## config.mk

```make
export PLATFORM = sky130hd
export DESIGN_NAME = info_frame_generator_flat
export DESIGN_NICKNAME = d
export VERILOG_FILES = /design/src/rtl/hdmi_info_frame_pkg.sv /design/src/rtl/info_frame_generator_if.sv /design/src/rtl/info_frame_checksum.sv /design/src/rtl/info_frame_generator.sv /design/src/flat_wrapper.sv
export SDC_FILE = /design/constraint.sdc
export NUM_CORES = 1
export LEC_CHECK = 0
export ABC_AREA = 0
export ABC_CLOCK_PERIOD_IN_PS = 6500
export CAP_MARGIN = 10
export CORE_UTILIZATION = 35
export CTS_BUF_LIST = sky130_fd_sc_hd__clkbuf_8
export DETAILED_ROUTE_END_ITERATION = 10
export PLACE_DENSITY_LB_ADDON = 0.15
export SYNTH_ARGS = -nofsm -noshare
export SYNTH_HDL_FRONTEND = slang
export SYNTH_HIERARCHICAL = 1
export SYNTH_SLANG_ARGS = --single-unit
export TNS_END_PERCENT = 50
```

## constraint.sdc

```tcl
create_clock -name clk_pixel -period 6.5 [get_ports clk_pixel]
set_input_delay 1.3 -clock clk_pixel [delete_from_list [all_inputs] [get_ports clk_pixel]]
set_output_delay 1.3 -clock clk_pixel [all_outputs]
set_load 0.02 [all_outputs]
```

## src/rtl/hdmi_info_frame_pkg.sv

```systemverilog
// Shared types and constants for the runtime-programmable HDMI InfoFrame source.
package hdmi_info_frame_pkg;

   typedef logic [7:0] pb_t;

   localparam logic [6:0] INFO_FRAME_TYPE_AVI   = 7'd2;
   localparam logic [6:0] INFO_FRAME_TYPE_SPD   = 7'd3;
   localparam logic [6:0] INFO_FRAME_TYPE_AUDIO = 7'd4;

   localparam int MAX_PB = 27;

   typedef enum logic [1:0] {IF_IDLE, IF_SUM, IF_LOAD} if_state_t;

   // 8-bit wrapping sum of the three header bytes; seeds the payload checksum
   function automatic pb_t hdr_sum(input logic [23:0] hdr);
      return hdr[7:0] + hdr[15:8] + hdr[23:16];
   endfunction

endpackage

```

## src/rtl/info_frame_generator_if.sv

```systemverilog
// Host-write, commit, frame-timing and packet-picker signals of the InfoFrame source.
interface info_frame_generator_if;
   logic         wr_en;
   logic [4:0]   wr_addr;
   logic [7:0]   wr_data;
   logic         wr_err;
   logic         commit;
   logic         busy;
   logic         frame_start;
   logic         packet_request;
   logic         packet_sent;
   logic [23:0]  header;
   logic [223:0] sub;

   modport master (
      output wr_en, wr_addr, wr_data, commit, frame_start, packet_sent,
      input  wr_err, busy, packet_request, header, sub
   );

   modport slave (
      input  wr_en, wr_addr, wr_data, commit, frame_start, packet_sent,
      output wr_err, busy, packet_request, header, sub
   );
endinterface

```

## src/rtl/info_frame_checksum.sv

```systemverilog
// Seeded 8-bit wrapping accumulator; the parent negates the result into PB0.
module info_frame_checksum
   import hdmi_info_frame_pkg::*;
(
   input  logic clk_pixel,
   input  logic reset_n,
   input  logic clear,
   input  pb_t  seed,
   input  logic add,
   input  pb_t  data,
   output pb_t  result
);

   pb_t acc;

   always_ff @(posedge clk_pixel or negedge reset_n) begin
      if (!reset_n)   acc <= '0;
      else if (clear) acc <= seed;
      else if (add)   acc <= acc + data;
   end

   assign result = acc;

endmodule

```

## src/rtl/info_frame_generator.sv

```systemverilog
// InfoFrame source: staging buffer, sequential checksum, active buffer, frame scheduler.
// Define INFO_FRAME_ASCII_ZERO_FILTER_EN to store written 8'h30 bytes as 8'h00.
module info_frame_generator
   import hdmi_info_frame_pkg::*;
#(
   parameter logic [6:0] TYPE          = INFO_FRAME_TYPE_SPD,
   parameter logic [7:0] VERSION       = 8'd1,
   parameter logic [4:0] LENGTH        = 5'd25,
   parameter int         REPEAT_FRAMES = 1
) (
   input logic                    clk_pixel,
   input logic                    reset_n,
   info_frame_generator_if.slave  bus
);

   localparam logic [23:0] HDR = {3'b000, LENGTH, VERSION, 1'b1, TYPE};
   localparam pb_t HDR_SUM = hdr_sum(HDR);
   localparam pb_t HDR_CSUM = pb_t'(~HDR_SUM + 8'd1);
   localparam pb_t [MAX_PB:0] ACTIVE_RST = {{MAX_PB{8'h00}}, HDR_CSUM};
   localparam int CNT_W = (REPEAT_FRAMES > 1) ? $clog2(REPEAT_FRAMES) : 1;

   if_state_t        state;
   logic [4:0]       idx;
   logic             pending;
   pb_t [MAX_PB:0]   staging;
   pb_t [MAX_PB:0]   active;
   logic             active_valid;
   logic [CNT_W-1:0] frame_cnt;
   pb_t              wr_byte;
   pb_t              acc;
   logic             wr_ok;
   logic             reload;
   logic             sum_clear;

`ifdef INFO_FRAME_ASCII_ZERO_FILTER_EN
   assign wr_byte = (bus.wr_data == 8'h30) ? 8'h00 : bus.wr_data;
`else
   assign wr_byte = bus.wr_data;
`endif

   assign wr_ok     = bus.wr_en && (state == IF_IDLE) &&
                      (bus.wr_addr != 5'd0) && (bus.wr_addr <= LENGTH);
   assign reload    = pending || bus.commit;
   assign sum_clear = ((state == IF_IDLE) && bus.commit) ||
                      ((state == IF_LOAD) && reload);

   info_frame_checksum u_checksum (
      .clk_pixel (clk_pixel),
      .reset_n   (reset_n),
      .clear     (sum_clear),
      .seed      (HDR_SUM),
      .add       (state == IF_SUM),
      .data      (staging[idx]),
      .result    (acc)
   );

   // PB0 and PB beyond LENGTH are never written, so they stay zero
   always_ff @(posedge clk_pixel or negedge reset_n) begin
      if (!reset_n)   staging <= '0;
      else if (wr_ok) staging[bus.wr_addr] <= wr_byte;
   end

   always_ff @(posedge clk_pixel or negedge reset_n) begin
      if (!reset_n) begin
         state        <= IF_IDLE;
         idx          <= 5'd1;
         pending      <= 1'b0;
         bus.busy     <= 1'b0;
         bus.wr_err   <= 1'b0;
         active       <= ACTIVE_RST;
         active_valid <= 1'b0;
      end else begin
         bus.wr_err <= bus.wr_en && !wr_ok;
         case (state)
            IF_IDLE: begin
               if (bus.commit) begin
                  state    <= IF_SUM;
                  idx      <= 5'd1;
                  bus.busy <= 1'b1;
               end
            end
            IF_SUM: begin
               if (bus.commit) pending <= 1'b1;
               idx <= idx + 5'd1;
               if (idx == LENGTH) state <= IF_LOAD;
            end
            IF_LOAD: begin
               active       <= {staging[MAX_PB:1], pb_t'(~acc + 8'd1)};
               active_valid <= 1'b1;
               pending      <= 1'b0;
               // a commit that arrived during the update restarts it straight away
               if (reload) begin
                  state <= IF_SUM;
                  idx   <= 5'd1;
               end else begin
                  state    <= IF_IDLE;
                  bus.busy <= 1'b0;
               end
            end
            default: state <= IF_IDLE;
         endcase
      end
   end

   // Frame scheduler; a setting frame_start wins over a same-cycle packet_sent
   always_ff @(posedge clk_pixel or negedge reset_n) begin
      if (!reset_n) begin
         frame_cnt          <= '0;
         bus.packet_request <= 1'b0;
      end else begin
         if (bus.packet_sent) bus.packet_request <= 1'b0;
         if (state == IF_LOAD) begin
            frame_cnt <= '0;
         end else if (bus.frame_start && active_valid) begin
            if (frame_cnt == '0) begin
               bus.packet_request <= 1'b1;
               frame_cnt          <= CNT_W'(REPEAT_FRAMES - 1);
            end else begin
               frame_cnt <= frame_cnt - 1'b1;
            end
         end
      end
   end

   assign bus.header = HDR;
   assign bus.sub    = active;

endmodule

```

## src/flat_wrapper.sv

```systemverilog
// flat-port wrapper written by rule: the top's interface ports become plain ports
module info_frame_generator_flat import hdmi_info_frame_pkg::*;
#(
   parameter logic [6:0] TYPE          = INFO_FRAME_TYPE_SPD,
   parameter logic [7:0] VERSION       = 8'd1,
   parameter logic [4:0] LENGTH        = 5'd25,
   parameter int         REPEAT_FRAMES = 1
)
  (clk_pixel, reset_n, bus_wr_en, bus_wr_addr, bus_wr_data, bus_commit, bus_frame_start, bus_packet_sent, bus_wr_err, bus_busy, bus_packet_request, bus_header, bus_sub);
  info_frame_generator_if bus_i ();
  input logic clk_pixel;
  input logic reset_n;
  input wire logic [$bits(bus_i.wr_en)-1:0] bus_wr_en;
  input wire logic [$bits(bus_i.wr_addr)-1:0] bus_wr_addr;
  input wire logic [$bits(bus_i.wr_data)-1:0] bus_wr_data;
  input wire logic [$bits(bus_i.commit)-1:0] bus_commit;
  input wire logic [$bits(bus_i.frame_start)-1:0] bus_frame_start;
  input wire logic [$bits(bus_i.packet_sent)-1:0] bus_packet_sent;
  output wire logic [$bits(bus_i.wr_err)-1:0] bus_wr_err;
  output wire logic [$bits(bus_i.busy)-1:0] bus_busy;
  output wire logic [$bits(bus_i.packet_request)-1:0] bus_packet_request;
  output wire logic [$bits(bus_i.header)-1:0] bus_header;
  output wire logic [$bits(bus_i.sub)-1:0] bus_sub;
  assign bus_i.wr_en = bus_wr_en;
  assign bus_i.wr_addr = bus_wr_addr;
  assign bus_i.wr_data = bus_wr_data;
  assign bus_i.commit = bus_commit;
  assign bus_i.frame_start = bus_frame_start;
  assign bus_i.packet_sent = bus_packet_sent;
  assign bus_wr_err = bus_i.wr_err;
  assign bus_busy = bus_i.busy;
  assign bus_packet_request = bus_i.packet_request;
  assign bus_header = bus_i.header;
  assign bus_sub = bus_i.sub;
  info_frame_generator #(.TYPE(TYPE), .VERSION(VERSION), .LENGTH(LENGTH), .REPEAT_FRAMES(REPEAT_FRAMES)) u_core (.clk_pixel(clk_pixel), .reset_n(reset_n), .bus(bus_i));
endmodule
```

==> impl_metrics.csv, run 1 <==
group,metric,value,unit
hold_path,worstHoldPathType,"reg2reg",
yosys,syn_area,0.0199,mm^2
detailed_routing,route.detailed.drc,0,
critical_path,worstReg2RegStart,"u_core/idx[0]$_DFFE_PN1P_",
place,post-dp-hpwl,37600,um
finish,area_delta_synth_final,23.3,%
finish,final_core_util,43.6,%
yosys,ys_types,60,
hold_path,hold_depth,0,
yosys,synth_area_leaders,"dfrtp_1, mux2_2, mux4_2, mux2i_1, buf_4",
critical_path,arrival,4.77,ns
pwr,total_leakage_power,11.8,nW
critical_path,path_max_fanout,44,
critical_path,worst-setup-path-type,"reg2reg",
cts,cts_setup_buffers,0,
yosys,ys_seq_area_share,58.9,%
critical_path,required,7.06,ns
detailed_routing,finalWirelength,55400,um
detailed_routing,wl_per_cell,23.3,um
floorplanning,start_util,35.4,%
detailed_routing,drt-vias-per-instance,5.01,
finish,drive_gt1_share,38.1,%
sta,setup_viol,0,
place,io_buffers,245,
finish,final_nets,1589,
pwr,p_clk_share,32.5,%
detailed_routing,drt_iter0_markers,630,
critical_path,timing.rr.end,"u_core/u_checksum/result[7]$_DFFE_PN0P_",
pwr,internal_power,0.00554,W
yosys,synth_edf_count,0,
sta,rsz0062_at_grt,"false",
yosys,synth_top_area_share,58.2,%
yosys,yosysTopAreaCell,"dfrtp_1",
pwr,swShare,31.3,%
floorplanning,coreArea,0.0563,mm^2
finish,multi_input_area,0.00762,mm^2
grt,antenna_found_initial,7,
detailed_routing,ant_nets,0,
pwr,combPwrFrac,20.8,%
sta,final.period_utilization,64.7,%
finish,nFillCells,5143,
cts,tritoncts,"yes",
yosys,async_reset_ff_share,100,%
yosys,synth_ff_type,"dfrtp_1",
sta,slew_headroom,15.9,%
cts,clockBufferDepth,3,
floorplanning,ios,270,
finish,regArea,0.0117,mm^2
critical_path,worstSetupEndpoint,"u_core/u_checksum/result[7]$_DFFE_PN0P_",
sta,slew_violations,0,
sta,tightestPinTransition,1.26,ns
finish,final_cell_mix,"dfrtp_1, mux2_2, clkdlybuf4s50_1, clkbuf_8, mux4_2",
grt,overflow,0,
critical_path,r2r_slack,2.29,ns
critical_path,reg2reg_depth,10,
sta,whs,0.377,ns
finish,final_common_cell,"dfrtp_1",
pwr,peakVddDrop,0.000135,V
floorplanning,die_h,240,um
sta,clock_skew,0.0248,ns
yosys,syn_inst,1310,
floorplanning,num_rows,87,
floorplanning,die_area,0.0578,mm^2
pwr,power_switching,0.00253,W
cts,cts_buffers,81,
grt,grt_pass1_wl,83600,um
grt,grtUsageTotal,19.7,%
pwr,finalPower,0.00807,W
job,maxCapViolations,0,
grt,grt_pass1_vias,12702,
detailed_routing,dr.pass1.iters,5,
cts,numClockSinks,468,
place,gp_congestion,0.872,
pwr,seqPwrFrac,46.6,%
yosys,syn_area_per_cell,15.2,um^2
grt,grt_max_degree,162,
cts,insertion_delay,0.67,ns
cts,cts_hold_buffers,0,
sta,period_needed,4.21,ns
cts,clock_tree.root_cell,"clkbuf_8",
yosys,ys_ff_latch,468,
critical_path,critPathLaunch,"u_core/idx[0]$_DFFE_PN1P_",
cts,cts.repair.resized,0,
critical_path,start_kind,"flip-flop",
yosys,yosys_warnings,6,
cts,clkTransAtPathRegs,0.06,ns
sta,finalSetupTns,0,ns
critical_path,cp-end-kind,"flip-flop",
floorplanning,die-width,240,um
sta,finalHoldViolations,0,
cts,htreeDepth,3,
pwr,power.density,329,mW/mm^2
detailed_routing,vias,11903,
status,outcome,"complete, no violations",
sta,fmaxAchievable,0.238,GHz
-- worst min path at each step --
stage                             startpoint                            end  slack [ns]
2_1_floorplan  u_core/staging[0]$_DFFE_PN0P_  u_core/staging[0]$_DFFE_PN0P_        0.42
3_3_place_gp   u_core/staging[2]$_DFFE_PN0P_  u_core/staging[2]$_DFFE_PN0P_        0.36
3_5_place_dp   u_core/staging[0]$_DFFE_PN0P_  u_core/staging[0]$_DFFE_PN0P_        0.36
4_1_cts        u_core/staging[4]$_DFFE_PN0P_  u_core/staging[4]$_DFFE_PN0P_        0.38
5_1_grt        u_core/staging[4]$_DFFE_PN0P_  u_core/staging[4]$_DFFE_PN0P_        0.38
6_report       u_core/staging[6]$_DFFE_PN0P_  u_core/staging[6]$_DFFE_PN0P_        0.38
-- flip-flops by register name, indices dropped and copies added (netlist names) --
| register | count |
|---|---|
| u_core/bus.busy | 1 |
| u_core/pending | 1 |
| u_core/u_checksum/result | 8 |
| u_core/bus.wr_err | 1 |
| u_core/active_valid | 1 |
| u_core/bus.packet_request | 1 |
| u_core/bus.sub | 224 |
| u_core/idx | 5 |
| u_core/staging | 224 |
| u_core/state | 2 |
-- layout make-up --
type | instances | share of cell area, %
Clock buffer | 99 | 5.55
Clock inverter | 41 | 0.877
Tap cell | 756 | 3.86
Sequential cell | 468 | 47.8
Antenna cell | 2 | 0.0204
Timing Repair Buffer | 260 | 10.7
Multi-Input combinational cell | 736 | 31.1
Inverter | 12 | 0.184
-- metal layers --
layer | track usage, % | wire length, um | share of wire, %
met1 | 27.4 | 25300 | 46
met2 | 29.9 | 25500 | 46
met3 | 4.42 | 2980 | 5.4
met4 | 7.30 | 1430 | 2.6
met5 | 0 | 72 | 0.13
-- critical path, stage by stage, from the launching register on --
cell and delay, ns:
dfstp_4 1.12, mux4_2 0.59, a22o_1 0.28, a221oi_1 0.30, mux2i_1 0.16, ha_1 0.35
a211oi_2 0.28, nor3_1 0.11, or4_4 0.49, and4_4 0.19, o31ai_2 0.16
-- cell usage after synthesis, drive strengths merged (3+ instances only) --
library cell / instances
dfrtp: 463
mux2: 418
buf: 76
clkbuf: 48
mux4: 48
nand2: 37
mux2i: 27
a21oi: 19
o21ai: 17
nor2: 16
inv: 11
ha: 10
a22oi: 9
a2bb2oi: 9
nor2b: 9
a221oi: 8
a22o: 8
nand3b: 7
nor3: 7
nand3: 6
nor3b: 6
xor2: 6
dfstp: 5
xnor2: 3
-- power by group through the flow --
stage	Combinational, W	Clock, W	Sequential, W
after detailed placement	0.00169	0	0.00383
final	0.00168	0.00263	0.00376
after CTS	0.00169	0.00273	0.00378
after global placement	0.00164	0	0.00383
after floorplan	0.00128	0	0.00354
after global routing	0.00184	0.00286	0.00382
-- logic make-up (layout without fill, tap and decap cells) --
logic type	after synthesis	after routing	synth area share [%]
mux	493	493	30.4
flops	468	468	58.9
other cells	2	34	0.0377
xor+xnor	9	9	0.396
fa+ha+maj	11	11	0.729
simple gates	105	105	3.06
compound gates	86	86	3.00
buf+inv	136	412	3.47
-- metrics by stage --
stage / instances / setup slack, ns / area, um^2
finish: 2374 / 2.29 / 24500
floorplan: 1340 / 3.05 / 20000
global route: 2373 / 2.04 / 24500
detailed placement: 2232 / 2.18 / 23000
global placement: 2232 / 2.30 / 23000
CTS: 2372 / 2.18 / 24500
No activity file was read; power rests on OpenSTA's default activity.
==> run 2: changes to the inputs <==
--- a/config.mk
+++ b/config.mk
@@ -6,7 +6,7 @@
 export NUM_CORES = 1
 export LEC_CHECK = 0
 export ABC_AREA = 0
-export ABC_CLOCK_PERIOD_IN_PS = 6500
+export ABC_CLOCK_PERIOD_IN_PS = 3700
 export CAP_MARGIN = 10
 export CORE_UTILIZATION = 35
 export CTS_BUF_LIST = sky130_fd_sc_hd__clkbuf_8
==> constraint.sdc (replaced) <==
create_clock -name clk_pixel -period 3.7 [get_ports clk_pixel]
set_input_delay 0.74 -clock clk_pixel [delete_from_list [all_inputs] [get_ports clk_pixel]]
set_output_delay 0.74 -clock clk_pixel [all_outputs]
set_load 0.02 [all_outputs]
==> impl_metrics.csv, run 2 (synthesis results as in run 1) <==
group,metric,value,unit
sta,rsz0062_at_grt,"true",
sta,final.period_utilization,98.1,%
cts,cts_buffers,83,
detailed_routing,wl_per_cell,22.9,um
finish,final_nets,1654,
grt,busiest_layer,"met2",
cts,tritoncts,"yes",
sta,setup_viol,0,
pwr,internal_power,0.0104,W
critical_path,worst-setup-path-type,"reg2reg",
finish,final_common_cell,"dfrtp_1",
finish,area_delta_synth_final,27.4,%
critical_path,arrival,4.20,ns
pwr,power.density,595,mW/mm^2
grt,overflow,0,
cts,numClockSinks,468,
grt,antenna_found_initial,4,
cts,clkTransAtPathRegs,0.06,ns
hold_path,worstHoldPathType,"in2async",
job,maxCapViolations,0,
cts,htreeDepth,3,
floorplanning,ios,270,
finish,multi_input_area,0.00772,mm^2
status,outcome,"complete, no violations",
finish,antenna_cells,0,
critical_path,crit_chain,"buf_12, buf_4, mux4_2, a22o_1, a221oi_2, mux2i_1, ha_2, a211oi_4, nor3_2, or4_4, and4_4, o31ai_4",
grt,met1_usage,28.0,%
pwr,seqPwrFrac,42.7,%
place,placed_cells,2280,
detailed_routing,route.detailed.drc,0,
critical_path,start_kind,"flip-flop",
grt,grt_pass1_vias,12727,
finish,nFillCells,5100,
critical_path,reg2reg_depth,12,
place,gp_congestion,0.785,
finish,regArea,0.0117,mm^2
critical_path,path_max_fanout,7,
cts,clock_tree.root_cell,"clkbuf_8",
sta,period_needed,3.63,ns
sta,finalHoldViolations,0,
critical_path,required,4.27,ns
place,post-dp-hpwl,38600,um
floorplanning,coreArea,0.0563,mm^2
pwr,swShare,30.8,%
cts,insertion_delay,0.66,ns
detailed_routing,drt-vias-per-instance,4.98,
detailed_routing,ant_nets,0,
sta,fmaxAchievable,0.275,GHz
sta,slew_headroom,30.7,%
floorplanning,num_rows,87,
floorplanning,start_util,35.4,%
finish,layout.cells.non_filler,2439,
floorplanning,die_area,0.0578,mm^2
pwr,peakVddDrop,0.000269,V
sta,slew_violations,0,
floorplanning,die-width,240,um
pwr,p_clk_share,32.5,%
finish,final_cell_mix,"dfrtp_1, mux2_2, clkdlybuf4s50_1, clkbuf_8, buf_4",
pwr,combPwrFrac,24.7,%
critical_path,cp-end-kind,"flip-flop",
floorplanning,die_h,240,um
grt,grt_max_degree,162,
place,io_buffers,245,
sta,tightestPinTransition,1.04,ns
detailed_routing,dr.pass1.iters,5,
finish,finalInstanceArea,0.0254,mm^2
pwr,power_switching,0.00465,W
pwr,total_leakage_power,12.2,nW
grt,met2_usage,29.4,%
cts,clockBufferDepth,3,
detailed_routing,vias,12149,
detailed_routing,finalWirelength,55900,um
grt,grt_pass1_wl,83600,um
grt,grt_use_met3,4.55,%
detailed_routing,drt_iter0_markers,849,
critical_path,slowest_delay,0.73,ns
place,place_area,0.0234,mm^2
grt,grtUsageTotal,19.6,%
sta,clock_skew,0.0364,ns
finish,drive_gt1_share,42.1,%
critical_path,critPathSlowestCell,"dfstp_4",
## run 2: layer usage
metal  up-vias  share of wire [%]
li1       5344                  -
met3        74                5.0
met2       315                 46
met5         -              0.093
met4         8                2.1
met1      6408                 47
## run 2: timing repair
action                                  CTS  global route
hold buffers                              0             0
pin swaps                                 1            12
buffers inserted                          1            13
resized for setup                         3            23
endpoints found under the setup margin    1             2
## run 2: power by group through the flow
| stage | clock network [W] | registers [W] | logic, W |
|---|---|---|---|
| 2_1_floorplan | 0 | 0.00622 | 0.00225 |
| 3_3_place_gp | 0 | 0.00655 | 0.00337 |
| 3_5_place_dp | 0 | 0.00654 | 0.00345 |
| 4_1_cts | 0.00508 | 0.00645 | 0.00349 |
| 5_1_grt | 0.00530 | 0.00653 | 0.00402 |
| 6_report | 0.00491 | 0.00645 | 0.00373 |
## run 2: path summary, 6_finish.rpt
| check | startpoint | end | slack, ns |
|---|---|---|---|
| min | reset_n | u_core/bus.sub[42]$_DFFE_PN0P_ | 0.11 |
| max in group asynchronous | reset_n | u_core/bus.sub[159]$_DFFE_PN0P_ | 2.70 |
| max | u_core/idx[0]$_DFFE_PN1P_ | u_core/u_checksum/result[7]$_DFFE_PN0P_ | 0.07 |
| max reg2reg | u_core/idx[0]$_DFFE_PN1P_ | u_core/u_checksum/result[7]$_DFFE_PN0P_ | 0.07 |
| min reg2reg | u_core/staging[7]$_DFFE_PN0P_ | u_core/staging[7]$_DFFE_PN0P_ | 0.37 |
| min in group clk_pixel | u_core/staging[7]$_DFFE_PN0P_ | u_core/staging[7]$_DFFE_PN0P_ | 0.37 |
## run 2: final cells by class
cell class / instances / share of cell area (%)
flip-flops and latches: 468 / 46.2
multi-input cells: 736 / 30.4
repair buffers: 323 / 12.6
clock buffers: 112 / 6.08
well taps: 756 / 3.73
clock inverters: 32 / 0.696
inverters: 12 / 0.178
## run 2: worst max-delay path, delay by kind of cell, from the launching register on
kind                     cells  cell delay [ns]
AO/OA/AOI/OAI                4             0.92
AND/OR/NAND/NOR              3             0.79
adder cells (fa/ha/maj)      1             0.25
multiplexers                 2             0.59
buffers and inverters        2             0.26
flip-flops                   1             0.73
## run 2: stage by stage
stage	utilization, %	worst slack [ns]	hold WS (ns)	TNS [ns]	total power, W
floorplan	-	0.253	0.425	0	0.00847
global placement	41.6	0.0251	0.361	0	0.00992
detailed placement	41.6	-0.0472	0.363	-0.0472	0.00999
CTS	44.7	0.00512	0.128	0	0.0150
global route	45.1	-0.0245	0.150	-0.0279	0.0159
finish	45.1	0.0693	0.107	0	0.0151
